**src/rtl/pft_pkg.sv**
```systemverilog
`default_nettype none
// ----------------------------------------------------------------------------
// pft_pkg : shared widths, FSM state type and invalid-fill constant for PFT.
// Rev 1.0
// ----------------------------------------------------------------------------
package pft_pkg;

  localparam int PFT_DATA_W     = 8;
  localparam int PFT_PE_COL     = 16;
  localparam int PFT_NUM_BANK   = 32;
  localparam int PFT_ROW_W      = PFT_DATA_W * PFT_PE_COL;
  localparam int PFT_BANK_CNT_W = $clog2(PFT_NUM_BANK);

  typedef enum logic [1:0] {
    IDLE  = 2'd0,
    FILL  = 2'd1,
    FLUSH = 2'd2
  } pft_state_e;

  // Row substituted by the bank memory for banks whose valid bit is clear.
  function automatic logic [PFT_ROW_W-1:0] pft_fill_row();
    return {PFT_PE_COL{8'h80}};
  endfunction

endpackage

`default_nettype wire

```
**src/rtl/pft_bank_onehot.sv**
```systemverilog
`default_nettype none
// ----------------------------------------------------------------------------
// pft_bank_onehot : bank index to one-hot bank strobe vector (combinational).
// Rev 1.0
// ----------------------------------------------------------------------------
module pft_bank_onehot #(
  parameter int N     = 32,
  parameter int IDX_W = 5
) (
  input  logic [IDX_W-1:0] idx_i,
  output logic [N-1:0]     onehot_o
);

  always_comb begin
    onehot_o = '0;
    for (int i = 0; i < N; i++) begin
      onehot_o[i] = (idx_i == IDX_W'(i));
    end
  end

endmodule

`default_nettype wire

```
**src/rtl/pft_write_ctrl.sv**
```systemverilog
`default_nettype none
// ----------------------------------------------------------------------------
// pft_write_ctrl : PFT bank fill stage; stream rows into one-hot bank writes.
// Optional macro PFT_WR_ROWMAJOR_EN selects row-major fill order.
// Rev 1.0
// ----------------------------------------------------------------------------
module pft_write_ctrl
  import pft_pkg::*;
#(
  parameter int PFT_addr_width = 5,
  parameter int PFT_data_width = PFT_DATA_W,
  parameter int PE_COL         = PFT_PE_COL,
  parameter int PFT_bank       = PFT_NUM_BANK
) (
  input  logic                               clk,
  input  logic                               rstn,
  input  logic                               start,
  input  logic [$clog2(PFT_bank):0]          cfg_banks,
  input  logic [PFT_addr_width:0]            cfg_rows,
  input  logic                               in_valid,
  output logic                               in_ready,
  input  logic [PFT_data_width*PE_COL-1:0]   in_data,
  output logic [PFT_bank-1:0]                write,
  output logic [PFT_addr_width-1:0]          PFT_waddr,
  output logic [PFT_data_width*PE_COL-1:0]   din,
  output logic [PFT_bank-1:0]                valid,
  output logic                               busy,
  output logic                               done
);

  localparam int ROW_W    = PFT_data_width * PE_COL;
  localparam int BCNT_W   = $clog2(PFT_bank);
  localparam int CFG_BW   = BCNT_W + 1;
  localparam int CFG_RW   = PFT_addr_width + 1;
  localparam int ROWS_MAX = 1 << PFT_addr_width;

  pft_state_e                 state_q, state_d;
  logic [CFG_BW-1:0]          banks_q, banks_d;
  logic [CFG_RW-1:0]          rows_q, rows_d;
  logic [BCNT_W-1:0]          bank_cnt_q, bank_cnt_d;
  logic [PFT_addr_width-1:0]  row_cnt_q, row_cnt_d;
  logic [PFT_bank-1:0]        write_q, write_d;
  logic [PFT_addr_width-1:0]  waddr_q, waddr_d;
  logic [ROW_W-1:0]           din_q, din_d;
  logic [PFT_bank-1:0]        valid_q, valid_d;
  logic                       busy_q, busy_d;
  logic                       done_q, done_d;

  logic [PFT_bank-1:0]        bank_oh;
  logic [CFG_BW-1:0]          banks_clamp;
  logic [CFG_RW-1:0]          rows_clamp;
  logic                       accept;
  logic                       row_last;
  logic                       bank_last;

  pft_bank_onehot #(
    .N     (PFT_bank),
    .IDX_W (BCNT_W)
  ) u_bank_onehot (
    .idx_i    (bank_cnt_q),
    .onehot_o (bank_oh)
  );

  assign banks_clamp = (cfg_banks > CFG_BW'(PFT_bank)) ? CFG_BW'(PFT_bank) : cfg_banks;
  assign rows_clamp  = (cfg_rows > CFG_RW'(ROWS_MAX)) ? CFG_RW'(ROWS_MAX) : cfg_rows;

  assign in_ready  = (state_q == FILL);
  assign accept    = in_valid && in_ready;
  assign row_last  = ({1'b0, row_cnt_q} == (rows_q - CFG_RW'(1)));
  assign bank_last = ({1'b0, bank_cnt_q} == (banks_q - CFG_BW'(1)));

`ifdef PFT_WR_ROWMAJOR_EN
  logic [PFT_bank-1:0] bank_mask;

  always_comb begin
    bank_mask = '0;
    for (int i = 0; i < PFT_bank; i++) begin
      bank_mask[i] = (CFG_BW'(i) < banks_q);
    end
  end
`endif

  always_comb begin
    state_d    = state_q;
    banks_d    = banks_q;
    rows_d     = rows_q;
    bank_cnt_d = bank_cnt_q;
    row_cnt_d  = row_cnt_q;
    write_d    = '0;
    waddr_d    = waddr_q;
    din_d      = din_q;
    valid_d    = valid_q;
    busy_d     = busy_q;
    done_d     = 1'b0;

    case (state_q)
      IDLE: begin
        // A start landing on the done cycle is dropped on purpose.
        if (start && !done_q) begin
          banks_d    = banks_clamp;
          rows_d     = rows_clamp;
          bank_cnt_d = '0;
          row_cnt_d  = '0;
          valid_d    = '0;
          busy_d     = 1'b1;
          state_d    = ((cfg_banks == '0) || (cfg_rows == '0)) ? FLUSH : FILL;
        end
      end

      FILL: begin
        if (accept) begin
          write_d = bank_oh;
          waddr_d = row_cnt_q;
          din_d   = in_data;
`ifdef PFT_WR_ROWMAJOR_EN
          if (bank_last) begin
            bank_cnt_d = '0;
            row_cnt_d  = row_cnt_q + PFT_addr_width'(1);
          end else begin
            bank_cnt_d = bank_cnt_q + BCNT_W'(1);
          end
          if (bank_last && row_last) begin
            valid_d = bank_mask;
            state_d = FLUSH;
          end
`else
          if (row_last) begin
            row_cnt_d  = '0;
            bank_cnt_d = bank_cnt_q + BCNT_W'(1);
            valid_d    = valid_q | bank_oh;
          end else begin
            row_cnt_d  = row_cnt_q + PFT_addr_width'(1);
          end
          if (row_last && bank_last) begin
            state_d = FLUSH;
          end
`endif
        end
      end

      FLUSH: begin
        state_d = IDLE;
        busy_d  = 1'b0;
        done_d  = 1'b1;
      end

      default: state_d = IDLE;
    endcase
  end

  always_ff @(posedge clk) begin
    if (!rstn) begin
      state_q    <= IDLE;
      banks_q    <= '0;
      rows_q     <= '0;
      bank_cnt_q <= '0;
      row_cnt_q  <= '0;
      write_q    <= '0;
      waddr_q    <= '0;
      din_q      <= '0;
      valid_q    <= '0;
      busy_q     <= 1'b0;
      done_q     <= 1'b0;
    end else begin
      state_q    <= state_d;
      banks_q    <= banks_d;
      rows_q     <= rows_d;
      bank_cnt_q <= bank_cnt_d;
      row_cnt_q  <= row_cnt_d;
      write_q    <= write_d;
      waddr_q    <= waddr_d;
      din_q      <= din_d;
      valid_q    <= valid_d;
      busy_q     <= busy_d;
      done_q     <= done_d;
    end
  end

  assign write     = write_q;
  assign PFT_waddr = waddr_q;
  assign din       = din_q;
  assign valid     = valid_q;
  assign busy      = busy_q;
  assign done      = done_q;

endmodule

`default_nettype wire

```
**config.mk**
```make
export PLATFORM = sky130hd
export DESIGN_NAME = pft_write_ctrl
export DESIGN_NICKNAME = d
export VERILOG_FILES = /design/src/rtl/pft_pkg.sv /design/src/rtl/pft_bank_onehot.sv /design/src/rtl/pft_write_ctrl.sv
export SDC_FILE = /design/constraint.sdc
export NUM_CORES = 1
export LEC_CHECK = 0
export CAP_MARGIN = 10
export CORE_MARGIN = 2
export CORE_UTILIZATION = 39
export DETAILED_ROUTE_END_ITERATION = 8
export PLACE_DENSITY_LB_ADDON = 0.12
export SLEW_MARGIN = 20
export SYNTH_ARGS = -nofsm -noshare
export SYNTH_HDL_FRONTEND = slang
export SYNTH_HIERARCHICAL = 1
export SYNTH_SLANG_ARGS = --single-unit
```
**constraint.sdc**
```tcl
create_clock -name clk -period 2.1 [get_ports clk]
set_clock_uncertainty 0.2 [all_clocks]
set_input_delay 0.42 -clock clk [delete_from_list [all_inputs] [get_ports clk]]
set_output_delay 0.42 -clock clk [all_outputs]
set_load 0.05 [all_outputs]
```
# Yosys cells after proc, flatten, opt, wreduce, memory -nomap -nowiden
# Index checks and enable logic that the tools add are counted.
# W data, S select, Z words.
[word_totals] regBits=223 out_inout_bits=200 elab_cells=96
[classes] addsub=4 n_lt_le_gt_ge=2 n_eq_ne=39 muxes=21 bitwise=1 n_reduce_logical=18
[ops] operator="$mux W32" count=3
[ops] operator="$eq A5 B5 Y1 const B" count=16
[ops] operator="$pmux W32 S2" count=1
[ops] operator="$eq A5 B4 Y1 const B" count=8
[ops] operator="$or A32 B32 Y32" count=1
[ops] operator="$mux W5" count=5
[ops] operator="$eq A5 B3 Y1 const B" count=4
[ops] operator="$pmux W5 S2" count=2
[ops] operator="$eq A5 B6 Y1" count=2
[ops] operator="$gt A6 B6 Y1 const B" count=2
[ops] operator="$logic_not A6 Y1" count=2
[ops] operator="$mux W6" count=2
[ops] operator="$sub A6 B1 Y6 const B" count=2
[ops] operator="$add A5 B1 Y5 const B" count=2
[ops] operator="$eq A5 B2 Y1 const B" count=2
[ops] operator="$reduce_and A3 Y1" count=3
[ops] operator="$mux W2" count=4
[ops] operator="$ne A2 B1 Y1 const B" count=3
[ops] operator="$reduce_and A2 Y1" count=3
[ops] operator="$eq A5 B1 Y1 const B" count=1
[ops] operator="$logic_not A5 Y1" count=1
[ops] operator="$pmux W2 S2" count=1
[ops] operator="$reduce_and A4 Y1" count=1
[ops] operator="$reduce_bool A2 Y1" count=2
[ops] operator="9 further kinds" count=12

# Longest topological paths before layout
[depth] depth_word=6 depth_mapped=9 depth_no_buf=8

# By module
# Netlist, hierarchy kept.
[by_module_without_submodules] mod="pft_write_ctrl" instances=1 cells_each=933 area_per_inst_um2=8139.1 seq_area_each_um2=4464.3
[by_module_without_submodules] mod="pft_bank_onehot" instances=1 cells_each=47 area_per_inst_um2=221.5 seq_area_each_um2=0.0

# Least setup slack after synthesis
# Ideal clock, no wire load.
[synth_path] path_type="flip-flop to flip-flop" startpoint="register state_q[0]" endpoint="register waddr_q[4], in the netlist PFT_waddr[4]" setup_time_ns=0.076 t_arrival_ns=2.400 required_ns=1.824 setup_slack_ns=-0.576 stages_incl_launch_ff=9 cell_sequence="dfxtp_1 -> clkbuf_1 -> nor2b_1 -> and2_1 -> buf_2 -> clkbuf_1 -> clkbuf_1 -> nand2_1 -> a21boi_0"
[synth_via] elab_chain_cells=3
[synth_lines] item="start, declared" line="pft_write_ctrl.sv:37" rtl="pft_state_e state_q, state_d;"
[synth_lines] item="start signal, assigned" line="pft_write_ctrl.sv:165" rtl="state_q <= state_d;"
[synth_lines] item="$eq A2 B1 Y1 *" line="pft_write_ctrl.sv:67" rtl="assign in_ready = (state_q == FILL);"
[synth_lines] item="named net in_ready" line="pft_write_ctrl.sv:21" rtl="output logic in_ready,"
[synth_lines] item="$logic_and A1 B1 Y1" line="pft_write_ctrl.sv:68" rtl="assign accept = in_valid && in_ready;"
[synth_lines] item="$reduce_and A2 Y1 (no source line) *"
[synth_lines] item="end signal, assigned" line="pft_write_ctrl.sv:171" rtl="waddr_q <= waddr_d;"
[synth_lines] item="end, declared" line="pft_write_ctrl.sv:43" rtl="logic [PFT_addr_width-1:0] waddr_q, waddr_d;"
# Mark *: on every way through the listed nets, which the timed path passes. The rest lies on a longest branch.
# A chain may end at the register's enable or synchronous reset.

# Final worst setup path
[layout_path] startpoint="register rows_q[0]" endpoint="register valid_q[4], in the netlist valid[4]"
[layout_via] elab_chain_cells=4
[layout_lines] item="start, declared" line="pft_write_ctrl.sv:39" rtl="logic [CFG_RW-1:0] rows_q, rows_d;"
[layout_lines] item="start signal, assigned" line="pft_write_ctrl.sv:167" rtl="rows_q <= rows_d;"
[layout_lines] item="$sub A6 B1 Y6" line="pft_write_ctrl.sv:69" rtl="assign row_last = ({1'b0, row_cnt_q} == (rows_q - CFG_RW'(1)));"
[layout_lines] item="$eq A5 B6 Y1" line="pft_write_ctrl.sv:69"
[layout_lines] item="$ne A2 B1 Y1 (no source line)"
[layout_lines] item="$reduce_and A4 Y1 (no source line)"
[layout_lines] item="end signal, assigned" line="pft_write_ctrl.sv:173" rtl="valid_q <= valid_d;"
[layout_lines] item="end, declared" line="pft_write_ctrl.sv:45" rtl="logic [PFT_bank-1:0] valid_q, valid_d;"
# No other way between the ends.

==> metrics.md <==
| Metric | Value |
|---|---|
| Hold WS | `238 ps` |
| PD cells | `768 nW/um2` |
| Max rail drop VDD | `577 uV` |
| Clk buf depth | `3` |
| HPWL after DPL | `18.5 mm` |
| Post-synthesis mux area share | `0%` |
| Final worst slack | `-63.6 ps` |
| Max Cap Viol | `0` |
| Synthesized flop and latch total | `around 220` |
| GR Overflow Total | `0` |
| Simple-gate share of the synthesized area | `23.6%` |
| Final nets | `1489` |
| CP Class | `reg -> reg` |
| Crit start category | `flop` |
| Final GP Congestion | `0.798` |
| Die area | `22600 um2` |
| CTS Root Cell | `clkbuf_16` |
| Iteration-0 DRC Markers | `334` |
| Leakage | `5.56 nW` |
| Row cnt | `53` |
| # clock sinks | `223` |
| Post-Synth Adder-Cell Area | `0.599%` |
| Die outline width | `150 um` |
| Starting Density | `39.8%` |
| Via density | `4.78` |
| Req. time, crit path | `~2300 ps` |
| Compound-cell area share of the yosys netlist | `17.2%` |
| HP Class | `in -> reg` |
| XOR/XNOR share of the synthesized area | `1.36%` |
| CP max-delay cell | `or4_4` |
| Clock latency on the worst-skew pair | `510 ps` |
| Initial antenna violation count | `1` |
| Routed wire per std cell | `16.0 um` |
| Routed wire length | `26.2 mm` |
| Yosys top cell by area | `dfxtp_1` |
| Synthesized instance count | `980` |
| CP Max Fanout | `8` |
| Setup TNS | `-853 ps` |
| Total track usage | `22.0%` |
| RSZ-0062 raised after global routing | `true` |
| Register Area | `roughly 4500 um2` |
| 1st-pass router iterations | `4` |
| Core area | `21000 um2` |
| CP bufs+invs | `3` |
| Unique masters post-synth | `40` |
| Share of cells above drive strength 1 | `between 20% and 30%` |
| Worst-path clk slew | `60 ps` |
| Routed Antenna Nets | `0` |
| Area of the multi-input gates | `around 4000 um2` |
| Synthesized net count | `1128` |
| Non-filler instance count after layout | `~1600` |
| Period utilisation layout | `103%` |
| Vias | `7818` |
| DRC | `0` |
| Violated checks | `setup timing` |
| First-pass GRT wire length | `around 40 mm` |
| Worst relative slew slack | `59.3%` |
| Synth warn | `6` |
| Largest family of logic cells by synthesized area | `simple AND/OR/NAND/NOR gates` |
| TritonCTS clock tree | `yes` |
| Main area contributors after synthesis | `dfxtp_1 53%, nand2_1 13%, a21boi_0 12%, nor2_1 3.2%, a21oi_1 2.9%` |
| Overall Power | `slightly above 10 mW` |
| Crit path max-delay family | `simple AND/OR/NAND/NOR gates` |
| TritonCTS buffer count | `24` |
| H-tree lvl count | `1` |
| Final-report setup violation count | `33` |
| Mapped cell area | `between 8000 and 9000 um2` |
| Vias in the first global route | `7454` |
| Worst-margin pin slew | `slightly above 600 ps` |
| Die height | `150 um` |
| Area grow syn2layout | `59.2%` |
| Run status | `complete, but fails checks` |
| Placed Cells | `1587` |
| Peak Freq | `462 MHz` |
| WP data arrival | `2360 ps` |
| Dpl ws | `-551 ps` |
| Cell mode on critical path | `buf_12` |
| Register area share after synthesis | `53.4%` |
| Share of Yosys cell area claimed by the top area cell type | `53.4%` |
| Setup crit end kind | `flop` |
| Fillers | `around 1900` |
| Largest net degree at the start of global routing | `~120` |
| I/O Pins | `344` |
| Fin crit period | `2160 ps` |
| I/O Buffers | `343` |
| Slew Limit Fails | `0` |
| Number of hold violations in the final report | `0` |
| Synth Area per Inst | `8.53 um2` |
| Delay of the slowest cell on the worst path | `420 ps` |
| Worst path cell trace | `buf_6 > or2_4 > or4_4 > nand4_1 > o21ai_4 > buf_12 > buf_12 > a21oi_4 > nor2_1` |
## flip-flops by register name, summed over array words and instances (netlist names)
register and count:
din 128, valid 32, write 32, banks_q 6, rows_q 6, PFT_waddr 5, bank_cnt_q 5, row_cnt_q 5
state_q 2, busy 1, done 1
## repair_timing
item / in CTS / in global routing
endpoints found under the setup margin: 114 / 44
gates cloned: 1 / 0
pin swaps: 46 / 26
resized for setup: 134 / 31
buffers inserted: 2 / 2
hold buffers: 0 / 0
## worst min-delay path: cells and delay by family
family                 cells  cell delay [ps]
AO/OA/AOI/OAI              1              150
buffers and inverters      2              330
## where the power goes
group | internal (mW) | leakage [nW] | switching, mW | total [mW]
sequential | 4.37 | 1.81 | 0.0728 | 4.44
clock | 2.38 | 0.369 | 1.63 | 4.01
combinational | 0.755 | 3.38 | 1.01 | 1.77
total | 7.51 | 5.56 | 2.72 | 10.2
## final timing paths
path,cells after the start,slack (ps),to,start
worst max-delay path,9,-60,valid[4],rows_q[0]
worst min-delay path,3,240,busy,rstn
worst max register to register,9,-60,valid[4],rows_q[0]
worst min register to register,2,260,din[33],din[33]
## area by class of cell
class / count / share of cell area [%]
timing repair buffer: 404 / 28.0
multi-input combinational: 679 / 29.9
antenna: 3 / 0.0564
sequential: 223 / 33.6
inverter: 9 / 0.254
clock inverter: 2 / 0.103
tap: 275 / 2.58
clock buffer: 39 / 5.55
## kinds of logic (layout without fill, tap and decap cells)
kind of cell / Yosys count / after routing
flops: 223 / 223
other cells: 0 / 3
buf+inv: 78 / 454
fa+ha+maj: 4 / 4
compound gates: 209 / 209
simple gates: 453 / 453
xor+xnor: 13 / 13
## through the flow
stage / utilization, % / area [um2]
final: 63.3 / 13300
after global routing: 63.3 / 13300
after detailed placement: 58.1 / 12200
after CTS: 62.7 / 13200
after global placement: 58.1 / 12200
after floorplan: - / 8390
## cells in the mapped netlist (all sizes together)
| library cell | instances |
|---|---|
| nand2 | 282 |
| dfxtp | 223 |
| a21boi | 136 |
| nor2 | 71 |
| clkbuf | 52 |
| a21oi | 48 |
| and3 | 35 |
| buf | 17 |
| nor3b | 12 |
| nor2b | 11 |
| inv | 9 |
| nor3 | 8 |
| nand3 | 7 |
| o21ai | 7 |
| xnor2 | 7 |
| nand2b | 6 |
| xor2 | 6 |
| a21o | 5 |
| nand3b | 5 |
| ha | 4 |
| or2 | 4 |
| o22ai | 3 |
| or3b | 3 |
| or4 | 3 |
| a211oi | 2 |
| nand4 | 2 |
| o31ai | 2 |
| a221oi | 1 |
| a41oi | 1 |
| and2 | 1 |
| nor4 | 1 |
| o2111ai | 1 |
| o211ai | 1 |
| o21ba | 1 |
| o221a | 1 |
| or3 | 1 |
| or4b | 1 |
## metal layers
layer / part of all wire (%) / track usage [%]
met1: 41 / 27.8
met2: 49 / 37.4
met3: 7.3 / 4.27
met4: 2.7 / 7.45
met5: 0 / 0
## cells in the final DEF, fill, tap and decap left out, drive strengths merged, types with 2 or more instances in the layout
cell type / n
a211oi: 2
a21boi: 136
a21o: 5
a21oi: 48
and3: 35
buf: 192
clkbuf: 39
clkdlybuf4s50: 142
clkinv: 2
dfxtp: 223
diode: 3
dlygate4sd2: 70
ha: 4
inv: 9
nand2: 282
nand2b: 6
nand3: 7
nand3b: 5
nand4: 2
nor2: 71
nor2b: 11
nor3: 8
nor3b: 12
o21ai: 7
o22ai: 3
o31ai: 2
or2: 4
or3b: 3
or4: 3
xnor2: 7
xor2: 6
Power figures use the tool's default switching activity.
